### src/rtl/uart_loader_gen2.sv
// UART boot loader: framed address/size/payload rounds into instr/data memories, binary ACK per round.
// Optional checksum byte per round when LOADER_CHECKSUM_EN is defined.
module uart_loader_gen2 #(
    parameter int unsigned ADDR_W    = 32,
    parameter int unsigned DATA_W    = 32,
    parameter logic [31:0] DATA_BASE = 32'h0000_0400,
    parameter int unsigned TIMEOUT   = 1_000_000
) (
    input  logic              clk_i,
    input  logic              rst_i,
    input  logic              rx_valid_i,
    input  logic [7:0]        rx_data_i,
    input  logic              tx_busy_i,
    output logic              tx_valid_o,
    output logic [7:0]        tx_data_o,
    output logic [ADDR_W-1:0] instr_addr_o,
    output logic [DATA_W-1:0] instr_wdata_o,
    output logic              instr_we_o,
    output logic [ADDR_W-1:0] data_addr_o,
    output logic [DATA_W-1:0] data_wdata_o,
    output logic              data_we_o,
    output logic              core_reset_o,
    output logic              error_o
);
    localparam int unsigned BPW    = DATA_W / 8;
    localparam int unsigned LANE_W = (BPW > 1) ? $clog2(BPW) : 1;

    typedef enum logic [3:0] {
        RX_ADDR, RX_SIZE, ACK_SIZE, RX_DATA,
`ifdef LOADER_CHECKSUM_EN
        RX_CSUM,
`endif
        ACK_DONE, WAIT_TX, FINISH, ERR_TX
    } state_e;

`ifdef LOADER_CHECKSUM_EN
    localparam state_e PAY_END = RX_CSUM;
`else
    localparam state_e PAY_END = ACK_DONE;
`endif

    state_e            state_q, state_d;
    logic [1:0]        cnt_q, cnt_d;
    logic [31:0]       shift_q, shift_d, size_q, size_d, rem_q, rem_d, idle_q, idle_d;
    logic [ADDR_W-1:0] waddr_q, waddr_d;
    logic [LANE_W-1:0] lane_q, lane_d;
    logic [DATA_W-1:0] word_q, word_d;
    logic              tx_valid_q, tx_valid_d, instr_we_q, instr_we_d, data_we_q, data_we_d;
    logic              core_reset_q, core_reset_d, error_q, error_d;
    logic [7:0]        tx_data_q, tx_data_d;
    logic [ADDR_W-1:0] instr_addr_q, instr_addr_d, data_addr_q, data_addr_d;
    logic [DATA_W-1:0] instr_wdata_q, instr_wdata_d, data_wdata_q, data_wdata_d;
`ifdef LOADER_CHECKSUM_EN
    logic [7:0]        sum_q, sum_d;
    logic              ok_q, ok_d;
`endif

    logic [31:0]       shift_nxt;
    logic [DATA_W-1:0] word_nxt;
    logic              tx_send, tx_done, counting, timeout_hit;

    always_comb begin
        state_d       = state_q;
        cnt_d         = cnt_q;
        shift_d       = shift_q;
        size_d        = size_q;
        rem_d         = rem_q;
        idle_d        = '0;
        waddr_d       = waddr_q;
        lane_d        = lane_q;
        word_d        = word_q;
        tx_valid_d    = 1'b0;
        tx_data_d     = tx_data_q;
        instr_we_d    = 1'b0;
        data_we_d     = 1'b0;
        instr_addr_d  = instr_addr_q;
        instr_wdata_d = instr_wdata_q;
        data_addr_d   = data_addr_q;
        data_wdata_d  = data_wdata_q;
        core_reset_d  = core_reset_q;
        error_d       = 1'b0;
`ifdef LOADER_CHECKSUM_EN
        sum_d         = sum_q;
        ok_d          = ok_q;
`endif
        shift_nxt = {shift_q[23:0], rx_data_i};
        word_nxt  = word_q | (DATA_W'(rx_data_i) << {lane_q, 3'b000});
        // Strobe only after a quiet cycle with tx idle; accepted if tx still idle during the strobe
        tx_send   = !tx_valid_q && !tx_busy_i;
        tx_done   = tx_valid_q && !tx_busy_i;
        counting  = (state_q == RX_SIZE) || (state_q == RX_DATA) ||
`ifdef LOADER_CHECKSUM_EN
                    (state_q == RX_CSUM) ||
`endif
                    ((state_q == RX_ADDR) && (cnt_q != 2'd0));
        if (counting && !rx_valid_i) idle_d = idle_q + 32'd1;
        timeout_hit = (TIMEOUT != 0) && counting && !rx_valid_i && (idle_q == 32'(TIMEOUT - 1));

        case (state_q)
            RX_ADDR: if (rx_valid_i) begin
                shift_d = shift_nxt;
                cnt_d   = cnt_q + 2'd1;
                if (cnt_q == 2'd0) core_reset_d = 1'b1;
                if (cnt_q == 2'd3) begin
                    if (shift_nxt == 32'hFFFF_FFFF) begin
                        state_d = WAIT_TX;
                    end else begin
                        waddr_d = ADDR_W'(shift_nxt);
                        state_d = RX_SIZE;
                    end
                end
            end
            RX_SIZE: if (rx_valid_i) begin
                shift_d = shift_nxt;
                cnt_d   = cnt_q + 2'd1;
                if (cnt_q == 2'd3) begin
                    size_d  = shift_nxt;
                    rem_d   = shift_nxt;
                    lane_d  = '0;
                    word_d  = '0;
`ifdef LOADER_CHECKSUM_EN
                    sum_d   = 8'd0;
`endif
                    state_d = ACK_SIZE;
                end
            end
            ACK_SIZE: begin
                if (tx_send) begin
                    tx_valid_d = 1'b1;
                    tx_data_d  = size_q[{~cnt_q, 3'b111} -: 8];
                end
                if (tx_done) begin
                    cnt_d = cnt_q + 2'd1;
                    if (cnt_q == 2'd3) state_d = (rem_q == 32'd0) ? PAY_END : RX_DATA;
                end
            end
            RX_DATA: if (rx_valid_i) begin
                rem_d = rem_q - 32'd1;
`ifdef LOADER_CHECKSUM_EN
                sum_d = sum_q + rx_data_i;
`endif
                // Flush on a full word or on the last payload byte
                if ((lane_q == LANE_W'(BPW - 1)) || (rem_q == 32'd1)) begin
                    if (waddr_q >= ADDR_W'(DATA_BASE)) begin
                        data_we_d    = 1'b1;
                        data_addr_d  = waddr_q;
                        data_wdata_d = word_nxt;
                    end else begin
                        instr_we_d    = 1'b1;
                        instr_addr_d  = waddr_q;
                        instr_wdata_d = word_nxt;
                    end
                    word_d  = '0;
                    lane_d  = '0;
                    waddr_d = waddr_q + ADDR_W'(BPW);
                end else begin
                    word_d = word_nxt;
                    lane_d = lane_q + LANE_W'(1);
                end
                if (rem_q == 32'd1) state_d = PAY_END;
            end
`ifdef LOADER_CHECKSUM_EN
            RX_CSUM: if (rx_valid_i) begin
                ok_d    = (rx_data_i == sum_q);
                state_d = ACK_DONE;
            end
`endif
            ACK_DONE: begin
                if (tx_send) begin
                    tx_valid_d = 1'b1;
`ifdef LOADER_CHECKSUM_EN
                    tx_data_d  = ok_q ? 8'h06 : 8'h15;
`else
                    tx_data_d  = 8'h06;
`endif
                end
                if (tx_done) state_d = RX_ADDR;
            end
            WAIT_TX: if (!tx_busy_i) state_d = FINISH;
            FINISH: begin
                core_reset_d = 1'b0;
                state_d      = RX_ADDR;
            end
            ERR_TX: begin
                if (tx_send) begin
                    tx_valid_d = 1'b1;
                    tx_data_d  = 8'hEE;
                end
                if (tx_done) state_d = RX_ADDR;
            end
            default: state_d = RX_ADDR;
        endcase

        if (timeout_hit) begin
            error_d = 1'b1;
            cnt_d   = 2'd0;
            idle_d  = '0;
            state_d = ERR_TX;
        end
    end

    always_ff @(posedge clk_i) begin
        if (rst_i) begin
            state_q       <= RX_ADDR;
            cnt_q         <= '0;
            shift_q       <= '0;
            size_q        <= '0;
            rem_q         <= '0;
            idle_q        <= '0;
            waddr_q       <= '0;
            lane_q        <= '0;
            word_q        <= '0;
            tx_valid_q    <= 1'b0;
            tx_data_q     <= '0;
            instr_we_q    <= 1'b0;
            data_we_q     <= 1'b0;
            instr_addr_q  <= '0;
            instr_wdata_q <= '0;
            data_addr_q   <= '0;
            data_wdata_q  <= '0;
            core_reset_q  <= 1'b1;
            error_q       <= 1'b0;
`ifdef LOADER_CHECKSUM_EN
            sum_q         <= '0;
            ok_q          <= 1'b0;
`endif
        end else begin
            state_q       <= state_d;
            cnt_q         <= cnt_d;
            shift_q       <= shift_d;
            size_q        <= size_d;
            rem_q         <= rem_d;
            idle_q        <= idle_d;
            waddr_q       <= waddr_d;
            lane_q        <= lane_d;
            word_q        <= word_d;
            tx_valid_q    <= tx_valid_d;
            tx_data_q     <= tx_data_d;
            instr_we_q    <= instr_we_d;
            data_we_q     <= data_we_d;
            instr_addr_q  <= instr_addr_d;
            instr_wdata_q <= instr_wdata_d;
            data_addr_q   <= data_addr_d;
            data_wdata_q  <= data_wdata_d;
            core_reset_q  <= core_reset_d;
            error_q       <= error_d;
`ifdef LOADER_CHECKSUM_EN
            sum_q         <= sum_d;
            ok_q          <= ok_d;
`endif
        end
    end

    assign tx_valid_o    = tx_valid_q;
    assign tx_data_o     = tx_data_q;
    assign instr_addr_o  = instr_addr_q;
    assign instr_wdata_o = instr_wdata_q;
    assign instr_we_o    = instr_we_q;
    assign data_addr_o   = data_addr_q;
    assign data_wdata_o  = data_wdata_q;
    assign data_we_o     = data_we_q;
    assign core_reset_o  = core_reset_q;
    assign error_o       = error_q;
endmodule
### config.mk
export PLATFORM = sky130hd
export DESIGN_NAME = uart_loader_gen2
export DESIGN_NICKNAME = d
export VERILOG_FILES = /design/src/rtl/uart_loader_gen2.sv
export SDC_FILE = /design/constraint.sdc
export NUM_CORES = 1
export LEC_CHECK = 0
export BUFFER_PORTS_ARGS = -buffer_cell sky130_fd_sc_hd__buf_2
export CORE_MARGIN = 2
export CORE_UTILIZATION = 63
export CTS_BUF_LIST = sky130_fd_sc_hd__clkbuf_16
export DETAILED_ROUTE_END_ITERATION = 12
export PLACE_DENSITY = 0.85
export SLEW_MARGIN = 20
export SYNTH_ARGS = -nofsm -noshare
export SYNTH_HDL_FRONTEND = slang
export SYNTH_SLANG_ARGS = --single-unit
### constraint.sdc
create_clock -name clk_i -period 6.04 [get_ports clk_i]
set_clock_uncertainty 0.1 [all_clocks]
set_input_delay 1.812 -clock clk_i [delete_from_list [all_inputs] [get_ports clk_i]]
set_output_delay 1.812 -clock clk_i [all_outputs]
set_load 0.01 [all_outputs]
==> impl_metrics.py <==
metrics = {
    "status": {
        "status": "finished clean",
    },
    "placement": {
        "hpwl_um": 24600,
        "port_buffers": 152,
        "pre_cts_ws_ns": 1.78,
        "routabilityCongestion": 0.962,
    },
    "worst_setup_path": {
        "critical_path.top_delay_family": "simple AND/OR/NAND/NOR gates",
        "cp_common_cell": "nor2_1",
        "reg2reg_slack_ns": 2.65,
        "crit_required_ns": 6.29,
        "cp-start-kind": "input port",
        "critical_path.max_fanout": 32,
        "worst_r2r_path_depth": 7,
        "cp_slowest_stage_delay_ns": 0.89,
        "startpoint": "rx_valid_i",
        "cp_num_cells": 6,
        "r2r-end": "data_addr_o[31]$_SDFFE_PP0P_",
        "r2r_start": "rem_q[6]$_SDFFE_PP0P_",
        "endpoint_kind": "register",
        "path_cells": "buf_2 > nor2_1 > o21ai_0 > nor4b_1 > or3_1 > nor2_1",
        "worstSetupPathType": "input port to register",
        "worst_ep_arrival_time_ns": 4.00,
        "critPathBufInv": 1,
        "cp_slowest_cell": "or3_1",
    },
    "synth": {
        "ys_async_sr_fraction_pct": 0,
        "synthTopCellsByArea": "dfxtp_1, nand2_1, a21oi_1, nor2_1, a22oi_1",
        "synth_nets": 1768,
        "synth_area_per_cell_um2": 8.10,
        "yosysWarnings": 0,
        "ys_seq_elements": 332,
        "ys_types": 64,
        "syn_area_mm2": 0.0142,
        "synth_cells": 1747,
        "synth_edf_count": 0,
        "ys_seq_area_share_pct": 47.0,
        "netlist.area_leader.share_pct": 47.0,
        "yosys.area.top_type": "dfxtp_1",
        "ys.flop_type": "dfxtp_1",
    },
    "sta": {
        "hold_viol": 0,
        "post-route-min-period_ns": 3.75,
        "fin_setup_tns_ns": 0,
        "fmax_ghz": 0.266,
        "drv_slew": 0,
        "tightest_slew_ns": 1.02,
        "slew-limit-headroom_pct": 32.2,
        "fin_crit_sh_pct": 62.1,
        "setup_slack_ns": 2.29,
        "setup_viol_count_final": 0,
        "rsz0062_at_grt": "no",
    },
    "global_routing": {
        "grt-ovfl-total": 0,
        "grt_usage_pct": 31.6,
        "grt_pass1_wl_um": 62300,
        "grt_pass1_vias": 12500,
        "antenna_found_initial": 0,
        "grt_max_degree": 162,
    },
    "drt": {
        "wl_um": 38500,
        "firstDrtPassIters": 6,
        "via_per_inst": 6.22,
        "vias": 13300,
        "drtAntennaViolNets": 0,
        "wire_per_inst_um": 18.1,
        "drc": 0,
        "drtIter0Drc": 1279,
    },
    "die": {
        "core_area_mm2": 0.0220,
        "num_rows": 54,
        "die_area_mm2": 0.0237,
        "die_x_um": 154,
        "start_util_pct": 64.5,
        "die_y_um": 154,
        "io_pins": 153,
    },
    "power": {
        "ir_drop_uv": 264,
        "power_density_mw_per_mm2": 269,
        "power_leakage_uw": 0.00595,
    },
    "finish": {
        "layout_commonest_cell": "dfxtp_1",
        "nets": 1845,
        "syn2layout_area_growth_pct": 12.6,
        "drive_gt1_share_pct": 13.7,
        "antenna_cells": 0,
        "layout_common_cells": "dfxtp_1, nand2_1, nor2_1",
    },
    "worst_hold_path": {
        "hp-class": "register to register",
        "worstHoldPathCells": 2,
        "hold_start": "data_addr_o[20]$_SDFFE_PP0P_",
        "worstHoldEndpoint": "data_addr_o[20]$_SDFFE_PP0P_",
    },
    "job": {
        "maxCapViolCount": 0,
    },
    "clocking": {
        "hold_buffers": 0,
        "clk_pin_slew_ns": 0.06,
        "cts_tree": "done",
        "clk-insertion-delay-late_ns": 0.52,
        "cts_root_buf": "clkbuf_16",
        "cts_sinks": 332,
        "post_cts_buffers": 0,
        "cts_resized": 0,
        "clockBufferDepth": 3,
        "numCtsBuffers": 36,
        "htreeDepth": 2,
    },
}
[layer usage]
metal	vias to the layer above	track usage, %	part of all wire (%)
li1	6244	-	-
met1	6272	40.1	40
met2	612	51.9	47
met3	132	7.05	8.6
met4	0	13.8	4.0
met5	-	0	0
[per-stage QoR]
step / total power, µW / util, % / hold slack (ns) / std cells / area [µm²]
CTS: 4300 / 72.5 / 0.352 / 2130 / 15900
finish: 4280 / 72.6 / 0.350 / 2131 / 15900
detailed placement: 2370 / 67.8 / 0.339 / 2065 / 14900
global placement: 2360 / 67.8 / 0.336 / 2065 / 14900
global route: 4400 / 72.6 / 0.361 / 2131 / 15900
floorplan: 2330 / - / 0.330 / 1747 / 14200
[logic make-up after synthesis]
group / count (synthesis) / synth area share (%)
AND/OR/NAND/NOR: 769 / 24.6
AO/OA/AOI/OAI: 438 / 19.3
flip-flops: 332 / 47.0
buffers and inverters: 146 / 4.23
XOR/XNOR: 43 / 2.66
multiplexers: 10 / 1.41
adder cells (fa/ha/maj): 9 / 0.795
[power breakdown]
part           switching (µW)  total, µW  internal (µW)  leakage (µW)
Combinational            75.9        102           26.0       0.00271
Sequential               22.6       2220           2200       0.00268
Clock                     872       1960           1090      0.000559
[sequential cells by signal, indices dropped and copies added, names as in the netlist, 8 cells and up]
signal,cells
instr_addr_o,32
data_addr_o,32
data_wdata_o,32
shift_q,24
rem_q,32
idle_q,32
waddr_q,32
size_q,32
instr_wdata_o,32
word_q,32
tx_data_o,8
[worst max-delay path by stage]
stage                            end
2_1_floorplan  idle_q[21]$_SDFF_PP0_
3_3_place_gp   idle_q[24]$_SDFF_PP0_
3_5_place_dp   idle_q[27]$_SDFF_PP0_
4_1_cts        idle_q[18]$_SDFF_PP0_
5_1_grt        idle_q[31]$_SDFF_PP0_
6_report       idle_q[18]$_SDFF_PP0_
[layout make-up]
cell class / instances / area, µm²
Clock buffer: 36 / 901
Sequential cell: 332 / 6650
Inverter: 12 / 45.0
Clock inverter: 29 / 143
Multi-Input combinational cell: 1269 / 6930
Timing Repair Buffer: 173 / 935
Fill cell: 1580 / 6010
Tap cell: 280 / 350
[worst reg2reg max path: cells and delay by family (launching register included)]
kind | cells | cell delay, ns
AO/OA/AOI/OAI | 2 | 0.42
flip-flops | 1 | 0.37
AND/OR/NAND/NOR | 4 | 1.81
buffers and inverters | 1 | 0.52
[cells in the mapped netlist (3+ instances only)]
master / n
xnor2_1: 15
nor2b_1: 10
nand3b_1: 5
and2_1: 31
a21oi_1: 201
o211ai_1: 3
a211o_1: 11
or4_1: 8
a22o_1: 5
nand3_1: 38
o311ai_0: 3
and3_1: 20
o31ai_1: 10
nor4b_1: 3
buf_2: 14
o21ai_0: 43
a311oi_1: 5
buf_1: 5
buf_4: 3
mux4_2: 8
inv_1: 12
buf_6: 3
o32ai_1: 9
nand4_1: 20
o22ai_1: 3
a22oi_1: 105
nor3_1: 27
nand2_1: 303
nor2_1: 235
ha_1: 9
xor2_1: 28
or2_2: 6
and4_1: 8
a211oi_1: 9
or3_1: 8
o21a_1: 3
nor3b_1: 3
a31oi_1: 12
dfxtp_1: 332
nor4_1: 20
clkbuf_1: 109
nand2b_1: 11
Note: power is estimated with default switching activity, not from simulation.
